--- config.mk ---
export PLATFORM = sky130hd
export DESIGN_NAME = uart_rx_core_flat
export DESIGN_NICKNAME = d
export VERILOG_FILES = /design/src/rtl/debug_uart_pkg.sv /design/src/rtl/uart_rx_core_if.sv /design/src/rtl/baud_tick_gen.sv /design/src/rtl/uart_rx_core.sv /design/src/flat_wrapper.sv
export SDC_FILE = /design/constraint.sdc
export NUM_CORES = 1
export LEC_CHECK = 0
export CORE_UTILIZATION = 50
export CTS_CLUSTER_DIAMETER = 80
export DETAILED_ROUTE_END_ITERATION = 16
export PLACE_DENSITY = 0.83
export SLEW_MARGIN = 30
export SYNTH_ARGS = -nofsm -noshare
export SYNTH_HDL_FRONTEND = slang
export SYNTH_SLANG_ARGS = --single-unit
--- constraint.sdc ---
create_clock -name i_clk -period 2.1 [get_ports i_clk]
set_clock_uncertainty 0.05 [all_clocks]
set_input_delay 0.42 -clock i_clk [delete_from_list [all_inputs] [get_ports i_clk]]
set_output_delay 0.42 -clock i_clk [all_outputs]
set_load 0.1 [all_outputs]
--- src/rtl/debug_uart_pkg.sv ---
// Shared UART definitions: receiver state encoding and the default frame/baud
// constants used by the rx core, the tx side and the debugger.
package debug_uart_pkg;

  typedef enum logic [2:0] {
    IDLE   = 3'd0,
    START  = 3'd1,
    DATA   = 3'd2,
    STOP   = 3'd3,
    WAITHI = 3'd4,
    BRK    = 3'd5
  } rx_state_t;

  localparam int DBIT_DEF     = 8;
  localparam int SB_TICK_DEF  = 16;
  localparam int DVSR_DEF     = 326;   // 50 MHz / (16 * 9600)
  localparam int DVSR_BIT_DEF = 9;

endpackage

--- src/rtl/uart_rx_core_if.sv ---
// Serial line in and byte/status out of the UART receiver.
// slave = receiver side, master = line driver / FIFO side.
interface uart_rx_core_if #(parameter int DBIT = 8);
  logic            i_rx;
  logic            o_rx_done;
  logic [DBIT-1:0] o_data;
  logic            o_frame_err;
  logic            o_break;
  logic            o_busy;

  modport slave  (input  i_rx,
                  output o_rx_done, o_data, o_frame_err, o_break, o_busy);
  modport master (output i_rx,
                  input  o_rx_done, o_data, o_frame_err, o_break, o_busy);
endinterface

--- src/rtl/baud_tick_gen.sv ---
// Free-running mod-DVSR counter; tick is high for the single clk at DVSR-1.
module baud_tick_gen #(
  parameter int DVSR     = 326,
  parameter int DVSR_BIT = 9
) (
  input  logic clk,
  input  logic rst_n,
  output logic tick
);
  logic [DVSR_BIT-1:0] cnt;

  assign tick = (cnt == DVSR_BIT'(DVSR - 1));

  always_ff @(posedge clk or negedge rst_n) begin
    if (!rst_n)    cnt <= '0;
    else if (tick) cnt <= '0;
    else           cnt <= cnt + DVSR_BIT'(1);
  end
endmodule

--- src/rtl/uart_rx_core.sv ---
// 16x oversampling 8N1-style UART receiver: deframes bytes, strobes good bytes
// for the RX FIFO, flags framing errors and holds a break level.
module uart_rx_core
  import debug_uart_pkg::*;
#(
  parameter int DBIT     = DBIT_DEF,
  parameter int SB_TICK  = SB_TICK_DEF,
  parameter int DVSR     = DVSR_DEF,
  parameter int DVSR_BIT = DVSR_BIT_DEF
) (
  input  logic            i_clk,
  input  logic            i_reset,
  uart_rx_core_if.slave   bus
);
  localparam int NW = $clog2(DBIT);

  rx_state_t       state, state_n;
  logic [4:0]      s, s_n;
  logic [NW-1:0]   n, n_n;
  logic [DBIT-1:0] b, b_n, data, data_n;
  logic            done, done_n, ferr, ferr_n, brk;
  logic            rx_q, rx_s, tick;

  baud_tick_gen #(.DVSR(DVSR), .DVSR_BIT(DVSR_BIT)) u_tick (
    .clk   (i_clk),
    .rst_n (i_reset),
    .tick  (tick)
  );

  // Idle-high synchroniser; raw i_rx is used nowhere else.
  always_ff @(posedge i_clk or negedge i_reset) begin
    if (!i_reset) begin
      rx_q <= 1'b1;
      rx_s <= 1'b1;
    end else begin
      rx_q <= bus.i_rx;
      rx_s <= rx_q;
    end
  end

  always_ff @(posedge i_clk or negedge i_reset) begin
    if (!i_reset) begin
      state <= IDLE;
      s     <= '0;
      n     <= '0;
      b     <= '0;
      data  <= '0;
      done  <= 1'b0;
      ferr  <= 1'b0;
      brk   <= 1'b0;
    end else begin
      state <= state_n;
      s     <= s_n;
      n     <= n_n;
      b     <= b_n;
      data  <= data_n;
      done  <= done_n;
      ferr  <= ferr_n;
      brk   <= (state_n == BRK);
    end
  end

  always_comb begin
    state_n = state;
    s_n     = s;
    n_n     = n;
    b_n     = b;
    data_n  = data;
    done_n  = 1'b0;
    ferr_n  = 1'b0;
    case (state)
      IDLE: if (!rx_s) begin
        state_n = START;
        s_n     = '0;
      end
      // Mid-start recheck rejects short low glitches.
      START: if (tick) begin
        if (s == 5'd7) begin
          if (!rx_s) begin
            state_n = DATA;
            s_n     = '0;
            n_n     = '0;
          end else begin
            state_n = IDLE;
          end
        end else begin
          s_n = s + 5'd1;
        end
      end
      DATA: if (tick) begin
        if (s == 5'd15) begin
          s_n = '0;
          b_n = {rx_s, b[DBIT-1:1]};
          if (n == NW'(DBIT - 1)) state_n = STOP;
          else                    n_n     = n + NW'(1);
        end else begin
          s_n = s + 5'd1;
        end
      end
      STOP: if (tick) begin
        if (s == 5'(SB_TICK - 1)) begin
          if (rx_s) begin
            data_n  = b;
            done_n  = 1'b1;
            state_n = IDLE;
          end else begin
            ferr_n  = 1'b1;
            state_n = (b == '0) ? BRK : WAITHI;
          end
        end else begin
          s_n = s + 5'd1;
        end
      end
      // Hold off until the line returns high so a stuck-low line cannot retrigger.
      WAITHI, BRK: if (rx_s) state_n = IDLE;
      default: state_n = IDLE;
    endcase
  end

  assign bus.o_rx_done   = done;
  assign bus.o_data      = data;
  assign bus.o_frame_err = ferr;
  assign bus.o_break     = brk;
  assign bus.o_busy      = (state != IDLE);
endmodule

--- src/flat_wrapper.sv ---
// flat-port wrapper written by rule: the top's interface ports become plain ports
module uart_rx_core_flat import debug_uart_pkg::*;
#(
  parameter int DBIT     = DBIT_DEF,
  parameter int SB_TICK  = SB_TICK_DEF,
  parameter int DVSR     = DVSR_DEF,
  parameter int DVSR_BIT = DVSR_BIT_DEF
)
  (i_clk, i_reset, bus_i_rx, bus_o_rx_done, bus_o_data, bus_o_frame_err, bus_o_break, bus_o_busy);
  uart_rx_core_if #(.DBIT(DBIT)) bus_i ();
  input  logic i_clk;
  input  logic i_reset;
  input wire logic [$bits(bus_i.i_rx)-1:0] bus_i_rx;
  output wire logic [$bits(bus_i.o_rx_done)-1:0] bus_o_rx_done;
  output wire logic [$bits(bus_i.o_data)-1:0] bus_o_data;
  output wire logic [$bits(bus_i.o_frame_err)-1:0] bus_o_frame_err;
  output wire logic [$bits(bus_i.o_break)-1:0] bus_o_break;
  output wire logic [$bits(bus_i.o_busy)-1:0] bus_o_busy;
  assign bus_i.i_rx = bus_i_rx;
  assign bus_o_rx_done = bus_i.o_rx_done;
  assign bus_o_data = bus_i.o_data;
  assign bus_o_frame_err = bus_i.o_frame_err;
  assign bus_o_break = bus_i.o_break;
  assign bus_o_busy = bus_i.o_busy;
  uart_rx_core #(.DBIT(DBIT), .SB_TICK(SB_TICK), .DVSR(DVSR), .DVSR_BIT(DVSR_BIT)) u_core (.i_clk(i_clk), .i_reset(i_reset), .bus(bus_i));
endmodule
==> flow_summary.toml <==
[setup_path]
cp_slowest_cell = "dfrtp_1"
start_kind = "register"
crit_chain = "ha_2, and3_1, buf_4, ha_2, nor2b_1, o32ai_1, and3_1, mux2_2"
cp-end-kind = "register"
critical_path.max_stage_delay_ns = 0.39
critPathMaxFanout = 5
crit_required_ns = 2.23
cp_data_arrival_time_ns = 2.17
crit_type = "reg2reg"

[floorplanning]
chipWidth_um = 65.93
dieArea_um2 = 4346
io_pins = 15
row_count = 22
fp.coreArea_um2 = 3799
initial_utilization = 0.5379
die_y_um = 65.93

[global_route]
grt_remaining_overflow = 0
grt_max_degree = 42
grt_use_total = 0.2097
antenna_found_initial = 0
grt_pass1_vias = 1545
grt_pass1_wl_mm = 6.803

[place]
place.gp.congestion = 0.8594
dpl_cell_area_um2 = 2278
hpwl_mm = 2.754
port_buffers = 14

[final_layout]
design_area_um2 = 2455
drive_above_1_share = 0.3384
areaGrowthSynthToFinish_pct = 20.15
nNetsFinal = 208
n_antenna_cell = 0

[route]
first_iter_violations = 62
final_antenna_net_count = 0
drt-pass1-iter-count = 4
wire_per_inst_um = 15.84
drt-total-wl_mm = 3.896
viasPerCell = 5.829
vias = 1434
remaining_drc_errors = 0

[pwr]
p_per_area_nw_per_um2 = 633.1
p_leak_nw = 1.225
clockPowerShare = 0.473
p_int_mw = 1.270
sw_frac_of_total = 0.1827
comb_power_share = 0.015
power_frac_seq = 0.512
ir_worst_vdd_v = 0.0007182
p_switching_uw = 284.0

[synth]
yosysSeqAreaShare = 0.5034
yosys-top-cells-count = "dfrtp_1 (39), mux2_2 (17), nor2_1 (13)"
synthTopCellsByArea = "dfrtp_1 (48%), mux2_2 (9.4%), ha_1 (4.9%), dfstp_2 (2.6%), xnor2_1 (2.6%)"
async_flop_share = 1.000
synth_top_cell_area_share = 0.4776
netlist_instances = 167
synth_nets = 178
synth_edf_count = 0
avgSynthCellArea_um2 = 12.23
ys_warn_count = 0
synth.distinct_cells = 51
synth_most_common_cell = "dfrtp_1"
synth_flop_cell = "dfrtp_1"
yosys.area.top_type = "dfrtp_1"
ys_ff_latch = 41
synth_area_um2 = 2043

[sta]
min_period_over_period = 0.9693
fin_setup_tns_ns = 0
tightestPinTransition_ns = 0.4991
max_slew_margin = 0.6673
slew_viol_final = 0
finalHoldViolCount = 0
fin_crit_ns = 2.036
setup_viol = 0
max_freq_ghz = 0.4913

[cts]
post_cts_hold_buffer_count = 0
clkSinkCount = 41
insertion_delay_ns = 0.29
cts_tree = "yes"
clk_pin_slew_ns = 0.08
h-tree-depth = 2
cts_buffers = 5
clock_tree.root_cell = "clkbuf_8"
clock_path_buffers = 2

[outcome]
status = "finished clean"

[hold_path]
hold_class = "in2async"

[job]
cap_violations = 0
[critical path, delay by kind of cell, from the launching register on]
kind	cells	cell delay [ns]
AOI/OAI and AO/OA	1	0.12
and+or+nand+nor	3	0.57
buffers and inverters	1	0.12
muxes	1	0.26
DFF	1	0.39
adders and majority gates	2	0.41
[final cells by class]
cell class	count	area, um^2
Inverter	8	30.03
Clock buffer	5	68.82
Multi-Input combinational cell	113	979.7
Clock inverter	3	65.06
Sequential cell	41	1028
Fill cell	288	1344
Tap cell	48	60.06
Timing Repair Buffer	28	222.7
[power by group through the flow]
stage                     Clock [mW]  Sequential (mW)  Combinational [mW]
after floorplan                    0            0.809             0.00791
after global placement             0            0.811              0.0235
after detailed placement           0            0.811              0.0238
after CTS                      0.747            0.796              0.0243
after global routing           0.774            0.796              0.0267
final                          0.735            0.796              0.0231
[layout by cell type (no fill, tap or decap), types with 3 or more instances in the layout]
cell / instances
dfrtp_1: 39
nand3_1: 6
inv_1: 8
o21ai_0: 3
buf_4: 25
mux2_2: 17
nand2_1: 3
ha_1: 6
nor2b_1: 4
and3_1: 6
xnor2_1: 6
xor2_1: 3
clkbuf_8: 5
nor2_1: 13
[kinds of logic after synthesis]
| logic type | share of synthesized area |
|---|---|
| fa+ha+maj | 0.04899 |
| mux | 0.1090 |
| compound gates | 0.08635 |
| simple gates | 0.1800 |
| xor+xnor | 0.03858 |
| buf+inv | 0.03368 |
| flops | 0.5034 |
[metal layers]
metal / global-route usage / wire (um) / vias up
met4: 0.1005 / 80 / 0
met5: 0 / 0 / -
met1: 0.2406 / 1647 / 730
li1: - / - / 660
met3: 0.05345 / 176 / 11
met2: 0.3610 / 1992 / 33
[through the flow]
stage	instances	utilization	setup WS, ns	total power [mW]	hold WS (ns)
finish	246	0.6462	0.06439	1.554	0.1205
global route	246	0.6462	-0.01216	1.597	0.1628
CTS	244	0.6360	0.02886	1.567	0.1387
detailed placement	236	0.5998	-0.01894	0.8346	0.2978
global placement	236	0.5998	0.08141	0.8346	0.2976
floorplan	167	-	0.008768	0.8165	0.07441
[path summary, 6_finish.rpt]
| check | from | endpoint | slack, ns | depth (start not counted) |
|---|---|---|---|---|
| worst min-delay path | i_reset | u_core.s[4] | 0.12 | 2 |
| worst max register to register | u_core.s[0] | u_core.s[0] | 0.06 | 8 |
| min in group i_clk | u_core.rx_q | u_core.rx_s | 0.31 | 0 |
| max in group asynchronous | i_reset | u_core.rx_s | 1.51 | 2 |
| worst min register to register | u_core.rx_q | u_core.rx_s | 0.31 | 0 |
| worst max-delay path | u_core.s[0] | u_core.s[0] | 0.06 | 8 |
[timing repair]
action	in CTS	in global routing
gates resized for setup	1	5
gates cloned	0	0
buffers inserted	0	2
endpoints found under the setup margin	1	10
pin swaps	0	4
hold endpoints to repair	0	0
[state kept, by name (all words and copies together) (netlist names)]
| name | cells |
|---|---|
| u_core.rx_s | 1 |
| u_core.n | 3 |
| u_core.bus.o_data | 8 |
| u_core.bus.o_rx_done | 1 |
| u_core.bus.o_break | 1 |
| u_core.state | 3 |
| u_core.u_tick.cnt | 9 |
| u_core.bus.o_frame_err | 1 |
| u_core.rx_q | 1 |
| u_core.s | 5 |
| u_core.b | 8 |
No activity file was read; power rests on OpenSTA's default activity.
